File: src/rtl/pwm_pkg.sv
// Shared definitions for the PWM generator / meter pair: default widths and
// the meter state encoding.
package pwm_pkg;

    localparam int PWM_W = 32;
    localparam int PWM_R = 10;

    typedef enum logic [1:0] {
        ST_IDLE = 2'd0,
        ST_ARM  = 2'd1,
        ST_HIGH = 2'd2,
        ST_LOW  = 2'd3
    } meter_state_t;

    // Duty code that represents 100 % at resolution r.
    function automatic int unsigned duty_full(input int unsigned r);
        return 32'd1 << r;
    endfunction

endpackage

File: src/rtl/pwm_duty_div.sv
// Iterative restoring divider producing an R+1-bit duty code, one quotient bit
// per cycle, MSB first.
module pwm_duty_div
    import pwm_pkg::*;
#(
    parameter int W = PWM_W,
    parameter int R = PWM_R
) (
    input  logic         clk,
    input  logic         reset,
    input  logic         start,
    input  logic         abort,
    input  logic [W-1:0] num,
    input  logic [W-1:0] den,
    output logic         busy,
    output logic         done,
    output logic [R:0]   q
);

    localparam int IW = $clog2(R + 2);

    logic [W:0]    rem;
    logic [W:0]    cand;
    logic [W:0]    diff;
    logic [W-1:0]  den_r;
    logic [IW-1:0] idx;
    logic          first;
    logic          ge;

    // The first step compares the unshifted numerator; that produces the
    // integer bit q[R], which is only ever set at exactly 100 % duty.
    always_comb begin
        cand = first ? rem : {rem[W-1:0], 1'b0};
        ge   = (cand >= {1'b0, den_r});
        diff = cand - {1'b0, den_r};
    end

    always_ff @(posedge clk) begin
        if (reset) begin
            rem   <= '0;
            den_r <= '0;
            idx   <= '0;
            first <= 1'b0;
            q     <= '0;
            busy  <= 1'b0;
            done  <= 1'b0;
        end else if (abort) begin
            busy <= 1'b0;
            done <= 1'b0;
        end else begin
            done <= 1'b0;
            if (start) begin
                rem   <= {1'b0, num};
                den_r <= den;
                idx   <= IW'(R);
                first <= 1'b1;
                q     <= '0;
                busy  <= 1'b1;
            end else if (busy) begin
                if (ge) begin
                    rem    <= diff;
                    q[idx] <= 1'b1;
                end else begin
                    rem <= cand;
                end
                first <= 1'b0;
                if (idx == '0) begin
                    busy <= 1'b0;
                    done <= 1'b1;
                end else begin
                    idx <= idx - 1'b1;
                end
            end
        end
    end

endmodule

File: src/rtl/pwm_meter.sv
// PWM input meter: synchronizes pwm_in, measures period and high time in clk
// cycles, converts to a duty code and reports static levels by timeout.
module pwm_meter
    import pwm_pkg::*;
#(
    parameter int W = PWM_W,
    parameter int R = PWM_R
) (
    input  logic         clk,
    input  logic         reset,
    input  logic         en,
    input  logic         pwm_in,
    input  logic [W-1:0] timeout,
    input  logic         clr_ovr,
    output logic [W-1:0] period,
    output logic [W-1:0] high_time,
    output logic [R:0]   duty,
    output logic         valid,
    output logic         overrun,
    output logic         level
);

    localparam logic [R:0] DUTY_FULL = (R+1)'(duty_full(R));

    meter_state_t state, state_next;

    logic         s1, s2, s3;
    logic         rise, fall, edge_seen;
    logic [W-1:0] cnt, hi_cap;
    logic [W-1:0] div_hi, div_per;
    logic         tmo_fire;
    logic         cnt_load, cap_hi, div_start, drop, div_abort;
    logic         div_busy, div_done;
    logic [R:0]   div_q;

    always_ff @(posedge clk) begin
        if (reset) begin
            s1 <= 1'b0;
            s2 <= 1'b0;
            s3 <= 1'b0;
        end else begin
            s1 <= pwm_in;
            s2 <= s1;
            s3 <= s2;
        end
    end

    assign rise  = s2 & ~s3;
    assign fall  = ~s2 & s3;
    assign level = s2;

    // Only an edge the current state acts on suppresses the timeout; a fall
    // seen while arming must not stall the static-level report.
    assign edge_seen = ((state == ST_ARM || state == ST_LOW) && rise) ||
                       ((state == ST_HIGH) && fall);
    assign tmo_fire  = en && (state != ST_IDLE) && (cnt == timeout) && !edge_seen;
    assign div_abort = ~en | tmo_fire;

    always_ff @(posedge clk) begin
        if (reset) begin
            state <= ST_IDLE;
        end else begin
            state <= state_next;
        end
    end

    always_comb begin
        state_next = state;
        cnt_load   = 1'b0;
        cap_hi     = 1'b0;
        div_start  = 1'b0;
        drop       = 1'b0;
        if (!en) begin
            state_next = ST_IDLE;
        end else if (tmo_fire) begin
            state_next = ST_ARM;
            cnt_load   = 1'b1;
        end else begin
            case (state)
                ST_IDLE: begin
                    state_next = ST_ARM;
                    cnt_load   = 1'b1;
                end
                ST_ARM: begin
                    if (rise) begin
                        state_next = ST_HIGH;
                        cnt_load   = 1'b1;
                    end
                end
                ST_HIGH: begin
                    if (fall) begin
                        state_next = ST_LOW;
                        cap_hi     = 1'b1;
                    end
                end
                ST_LOW: begin
                    if (rise) begin
                        state_next = ST_HIGH;
                        cnt_load   = 1'b1;
                        if (div_busy) drop = 1'b1;
                        else          div_start = 1'b1;
                    end
                end
                default: state_next = ST_IDLE;
            endcase
        end
    end

    // cnt doubles as the period capture: at the closing rise it holds H+L.
    always_ff @(posedge clk) begin
        if (reset) begin
            cnt     <= '0;
            hi_cap  <= '0;
            div_hi  <= '0;
            div_per <= '0;
        end else begin
            if (cnt_load)               cnt <= W'(1);
            else if (state != ST_IDLE)  cnt <= cnt + 1'b1;
            if (cap_hi) hi_cap <= cnt;
            if (div_start) begin
                div_hi  <= hi_cap;
                div_per <= cnt;
            end
        end
    end

    pwm_duty_div #(
        .W (W),
        .R (R)
    ) u_div (
        .clk   (clk),
        .reset (reset),
        .start (div_start),
        .abort (div_abort),
        .num   (hi_cap),
        .den   (cnt),
        .busy  (div_busy),
        .done  (div_done),
        .q     (div_q)
    );

    always_ff @(posedge clk) begin
        if (reset) begin
            valid     <= 1'b0;
            period    <= '0;
            high_time <= '0;
            duty      <= '0;
            overrun   <= 1'b0;
        end else begin
            valid <= 1'b0;
            if (tmo_fire) begin
                valid     <= 1'b1;
                period    <= '0;
                high_time <= s2 ? timeout : '0;
                duty      <= s2 ? DUTY_FULL : '0;
            end else if (div_done && en) begin
                valid     <= 1'b1;
                period    <= div_per;
                high_time <= div_hi;
                duty      <= div_q;
            end
            if (drop)         overrun <= 1'b1;
            else if (clr_ovr) overrun <= 1'b0;
        end
    end

endmodule

File: config.mk
export PLATFORM = sky130hd
export DESIGN_NAME = pwm_meter
export DESIGN_NICKNAME = d
export VERILOG_FILES = /design/src/rtl/pwm_pkg.sv /design/src/rtl/pwm_duty_div.sv /design/src/rtl/pwm_meter.sv
export SDC_FILE = /design/constraint.sdc
export NUM_CORES = 1
export LEC_CHECK = 0
export ABC_AREA = 1
export CAP_MARGIN = 30
export CORE_MARGIN = 5
export CORE_UTILIZATION = 50
export DETAILED_ROUTE_END_ITERATION = 12
export HOLD_SLACK_MARGIN = 0.06
export PLACE_DENSITY = 0.7
export SKIP_LAST_GASP = 1
export SLEW_MARGIN = 20
export SYNTH_ARGS = -nofsm -noshare
export SYNTH_HDL_FRONTEND = slang
export SYNTH_HIERARCHICAL = 1
export SYNTH_SLANG_ARGS = --single-unit
File: constraint.sdc
create_clock -name clk -period 4.8 [get_ports clk]
set_clock_uncertainty 0.05 [all_clocks]
set_input_delay 0.72 -clock clk [delete_from_list [all_inputs] [get_ports clk]]
set_output_delay 0.72 -clock clk [all_outputs]
set_load 0.05 [all_outputs]
---- After elaboration in Yosys (flattened, before gate mapping) ----
Index checks and enable logic that the tools add are counted.
storage, ports and cells
  flip-flop bits (word level) ............. 293
  input port bits ......................... 37
  output and inout port bits .............. 78
  word-level logic and storage cells ...... 129
cells by class
  bitwise gates (word level) .............. 9
  mux-type cells .......................... 52
  reductions and logical operators ........ 31
  $add $sub $neg .......................... 3
  $lt $le $gt $ge ......................... 3
  equality and inequality tests ........... 9
operators with widths
  operator                 count
  $mux W33                 4
  $mux W32                 3
  $mux W11                 6
  $ge A33 B32 Y1           1
  $sub A33 B32 Y33         1
  $add A32 B1 Y32 const B  1
  $eq A32 B32 Y1           1
  $mux W1                  31
  $mux W4                  3
  $reduce_bool A2 Y1       6
  $or A11 B11 Y11          1
  $reduce_or A2 Y1         5
  $reduce_and A2 Y1        4
  $logic_and A1 B1 Y1      7
  $pmux W2 S3              1
  $reduce_and A3 Y1        2
  $lt A4 B5 Y1 const B     1
  $not A1 Y1               5
  $demux W1 S4             1
  $eq A2 B2 Y1 const B     2
  $ge A4 B1 Y1 const B     1
  $logic_not A4 Y1         1
  $mux W2                  2
  $ne A2 B2 Y1 const B     2
  other kinds (13)         15

---- Logic depth before layout (Yosys ltp) ----
  word-level depth ........................ 10
  mapped depth ............................ 21
  mapped depth without buffers ............ 19

---- By module ----
Netlist, hierarchy kept.
modules (own cells, without submodules)
  module        cells an instance  times used  area each (µm²)  sequential area each (µm²)
  pwm_meter     1234               1           8976.1           4204.0
  pwm_duty_div  1120               1           6628.9           1661.6

---- Worst setup path after synthesis ----
No wires, ideal clock.
  path type ............................... register -> register
  start ................................... register s2, in the netlist level
  end ..................................... register u_div.idx[3]
  setup slack ............................. 1.970 ns
  setup time .............................. 0.070 ns
  period minus slack after synthesis ...... 2.830 ns
  path buffers ............................ 3
  required time ........................... 4.680 ns
  data arrival time ....................... 2.710 ns
  cell stages (with the launch flop) ...... 16
  path through ............................ dfxtp_1 -> buf_2 -> nand2_1 -> inv_1 -> nand3_2 -> inv_1 -> buf_2 -> buf_2 -> inv_1 -> nor2_2 -> nor2_1 -> nor2_1 -> nand3_1 -> nor2_1 -> nor2_1 -> a21oi_1
between the ends
  cells in the longest elaborated chain, start to end .. 10
  elaborated cells on any way between the ends .. 18
  classes of those cells .................. eq/ne (1); mux (5); bitwise (5); reduce/logical (7)
RTL lines
  element                                                       RTL line            source
  start: declaration                                            pwm_meter.sv:27     logic s1, s2, s3;
  start signal: assignment                                      pwm_meter.sv:39     s2 <= 1'b0;
  start signal: assignment                                      pwm_meter.sv:43     s2 <= s1;
  $not A1 Y1                                                    pwm_meter.sv:49     assign fall = ~s2 & s3;
  $and A1 B1 Y1                                                 pwm_meter.sv:49
  $logic_and A1 B1 Y1                                           pwm_meter.sv:55     ((state == ST_HIGH) && fall);
  $logic_or A1 B1 Y1                                            pwm_meter.sv:54     assign edge_seen = ((state == ST_ARM || state == ST_LOW) && rise) ||
  $logic_not A1 Y1                                              pwm_meter.sv:56     assign tmo_fire = en && (state != ST_IDLE) && (cnt == timeout) && !edge_seen;
  $logic_and A1 B1 Y1                                           pwm_meter.sv:56
  $mux W1 (*)                                                   pwm_meter.sv:75     end else if (tmo_fire) begin
  $mux W1 (*)                                                   pwm_meter.sv:73     if (!en) begin
  named net div_start                                           pwm_meter.sv:32     logic cnt_load, cap_hi, div_start, drop, div_abort;
  $ne A2 B2 Y1 (no line) or $reduce_bool A2 Y1 (tied branches)  --
  $reduce_and A3 Y1 (no line)                                   --
  end signal: assignment                                        pwm_duty_div.sv:55  idx <= IW'(R);
  end signal: assignment                                        pwm_duty_div.sv:71  idx <= idx - 1'b1;
  end: declaration                                              pwm_duty_div.sv:26  logic [IW-1:0] idx;
Mark *: on every way through the listed nets, which the timed path passes. The rest lies on a longest branch.
A chain may end at the register's enable or synchronous reset.

---- Final worst setup path ----
  start ................................... register u_div.first
  end ..................................... register u_div.q[4]
between the ends
  cells in the longest elaborated chain, start to end .. 4
RTL lines
  element                         RTL line            source
  start: declaration              pwm_duty_div.sv:27  logic first;
  start signal: assignment        pwm_duty_div.sv:43  first <= 1'b0;
  start signal: assignment        pwm_duty_div.sv:56  first <= 1'b1;
  start signal: assignment        pwm_duty_div.sv:66  first <= 1'b0;
  $mux W33                        pwm_duty_div.sv:33  cand = first ? rem : {rem[W-1:0], 1'b0};
  $ge A33 B32 Y1                  pwm_duty_div.sv:34  ge = (cand >= {1'b0, den_r});
  $reduce_bool A2 Y1 (no line)    --
  $reduce_and A3 Y1 (no line)     --
  end signal: assignment          pwm_duty_div.sv:44  q <= '0;
  end signal: assignment          pwm_duty_div.sv:57  q <= '0;
  end signal: indexed assignment  pwm_duty_div.sv:62  q[idx] <= 1'b1;
  end: declaration                pwm_duty_div.sv:17  output logic [R:0] q
No other way between the ends.

==> results.yml <==
cells_and_area:
  diodes: 0
  final_nets: 2474
  design_area_um2: 17800
  drive_gt1_frac: 0.0541
  fillers: 2920
  syn2layout_area_growth_pct: 14.0
critical_path:
  reg2reg_to: "u_div/q[4]$_SDFFE_PP0P_"
  r2r_cells: 17
  worst-r2r-setup-slack_ps: 700
  reg2reg_from: "u_div/first$_SDFFE_PP0P_"
  path_max_fanout: 34
  required_ps: 5180
  worstSetupPathType: "flop to flop"
  setup.worst_path.end_class: "flop"
  arrival_ps: 4480
  start_kind: "flop"
synth:
  synth_cell_types: 41
  synth-seq-cells: 293
  synth_ff_type: "dfxtp_1"
  yosysWarnings: 6
  syn-num-nets: 2430
  synth.avg_cell_area_um2: 6.63
  synthArstFlopShare: 0
  synth_common_cells: "553 x nand2_1, 355 x inv_1, 293 x dfxtp_1"
  synthCells: 2354
  synth_most_common_cell: "nand2_1"
  synth_top_area_cell: "dfxtp_1"
  synth_top_area_share: 0.376
  synth_edf_count: 0
  ys_top_cells_by_area: "dfxtp_1 38%, nand2_1 13%, a21oi_1 8.9%"
  synth-seq-area-share: 0.376
  syn_area_um2: 15600
die:
  die_h_um: 187
  fp-row-count: 64
  core-area_um2: 30700
  ioPinCount: 115
  dieArea_um2: 34800
  die_w_um: 187
  start_util: 0.509
pwr:
  p_per_area_nw_per_um2: 274
  swShare: 0.219
  share_comb_of_total_power: 0.031
  irDropWorstVdd_v: 0.000310
  power.leakage_nw: 7.84
  p_int_w: 0.00380
  pwr-share-clk: 0.468
  p_seq_frac: 0.501
  power_switching_w: 0.00107
sta:
  min_period_ps: 4100
  finalHoldViolations: 0
  rsz0062_at_grt: "false"
  setup_viol: 0
  maxSlewHeadroom: 0.360
  timing.final.max_slew_violations: 0
  period_share: 0.854
  setup_tns_ps: 0
  max_freq_ghz: 0.244
  max_slew.worst_pin.slew_ps: 961
grt:
  grt_pass1_vias: 14200
  grt_first_pass_wirelength_um: 76500
  grt-ovfl-total: 0
  grt_antenna_before_repair: 0
  grt_max_degree: 73
  grt_usage: 0.262
placement:
  hpwl_um: 34800
  gp_congestion: 0.947
  place_area_um2: 16800
  port-buffer-count: 114
clock_tree:
  h-tree-depth: 1
  cts_buffers: 30
  cts_buffer_depth: 3
  hold_buffers: 0
  cts_setup_buffers: 0
  cts_tree: "built"
  cts_resized: 0
  clk-insertion-delay-late_ps: 550
  clkTransAtPathRegs_ps: 60
  root_buffer: "clkbuf_16"
  cts_sinks: 293
worst_hold_path:
  hold_start: "s1$_SDFF_PP0_"
  min_path_type: "flop to flop"
  whs_path_depth: 2
  whs_endpoint: "level$_SDFF_PP0_"
drt:
  dr.pass1.iters: 6
  dr.first_iter.drc_count: 1370
  drt-vias-per-instance: 5.36
  wl_per_cell_um: 17.0
  vias: 15100
  drt_wl_total_um: 47900
  detail-route-antenna-nets: 0
  drc: 0
run_status:
  outcome: "finished, final reports clean"
job:
  max-cap-violations: 0
power groups by stage:
stage | logic [W] | clock network [W] | registers (W)
after floorplan | 0.0000849 | 0 | 0.00249
after global placement | 0.000147 | 0 | 0.00249
after detailed placement | 0.000150 | 0 | 0.00249
after CTS | 0.000151 | 0.00231 | 0.00244
after global routing | 0.000166 | 0.00241 | 0.00244
final | 0.000152 | 0.00228 | 0.00244
sequential cells by signal, summed over array words and instances (netlist names), 32 cells and up:
signal and flops:
u_div/rem 33, div_hi 32, period 32, cnt 32
hi_cap 32, u_div/den_r 32, high_time 32, div_per 32
cell families after synthesis:
kind of cell	Yosys count	synth area share
fa+ha+maj	39	0.0318
flops	293	0.376
buf+inv	480	0.122
xor+xnor	51	0.0286
compound gates	511	0.171
simple gates	980	0.271
layout make-up:
cell class / instances / area (um2) / area share
multi-input cells: 1581 / 7850 / 0.441
flip-flops and latches: 293 / 5870 / 0.330
inverters: 361 / 1360 / 0.0762
repair buffers: 131 / 1260 / 0.0711
clock buffers: 46 / 882 / 0.0496
well taps: 396 / 495 / 0.0279
clock inverters: 9 / 77.6 / 0.00436
metrics by stage:
step	util	power, W	setup WS, ps	hold WS, ps	cells
6_report	0.580	0.00487	699	365	2817
5_1_grt	0.580	0.00502	329	372	2817
4_1_cts	0.580	0.00490	732	364	2817
3_5_place_dp	0.549	0.00265	749	353	2762
3_3_place_gp	0.549	0.00264	843	340	2762
2_1_floorplan	-	0.00258	1970	338	2354
layout by cell type, fill, tap and decap left out, drive strengths merged, types with 2 or more instances in the layout:
cell type      count
nand2            559
inv              361
dfxtp            293
a21oi            276
o21ai            193
nor2             178
nand3            137
clkdlybuf4s50    113
nand4             50
clkbuf            46
ha                38
or2               34
a22oi             32
xor2              27
xnor2             24
buf               18
nor3              12
clkinv             8
nand3b             4
o21bai             4
and2               3
nor4               2
how the worst max path moves through the flow:
stage	start	end	slack, ps	cells past startpoint
floorplan	level$_SDFF_PP0_	u_div/idx[3]$_SDFFE_PP0P_	1970	15
global placement	u_div/first$_SDFFE_PP0P_	u_div/q[0]$_SDFFE_PP0P_	840	17
detailed placement	u_div/first$_SDFFE_PP0P_	u_div/q[4]$_SDFFE_PP0P_	750	17
CTS	u_div/first$_SDFFE_PP0P_	u_div/q[4]$_SDFFE_PP0P_	730	17
global route	u_div/first$_SDFFE_PP0P_	u_div/q[2]$_SDFFE_PP0P_	330	17
finish	u_div/first$_SDFFE_PP0P_	u_div/q[4]$_SDFFE_PP0P_	700	17
routing by layer:
layer / routed length (um) / vias up / global-route usage
li1: - / 7612 / -
met1: 22600 / 6888 / 0.384
met2: 20900 / 540 / 0.407
met3: 3080 / 72 / 0.0314
met4: 1280 / 0 / 0.0726
met5: 0 / - / 0
critical path, stage by stage, from the launching register on:
cell and delay [ps]:
dfxtp_1 360, inv_2 200, or2_2 340, o21ai_0 110
inv_1 80, ha_1 360, nand2_1 140, inv_1 50
a21oi_1 180, nand2_1 100, nand2_1 60, nand2_1 80
nor2_4 700, nand2_4 440, nand2_1 170, nand2_1 260
a21oi_1 230, nor2_1 60
No activity file was read; power rests on OpenSTA's default activity.
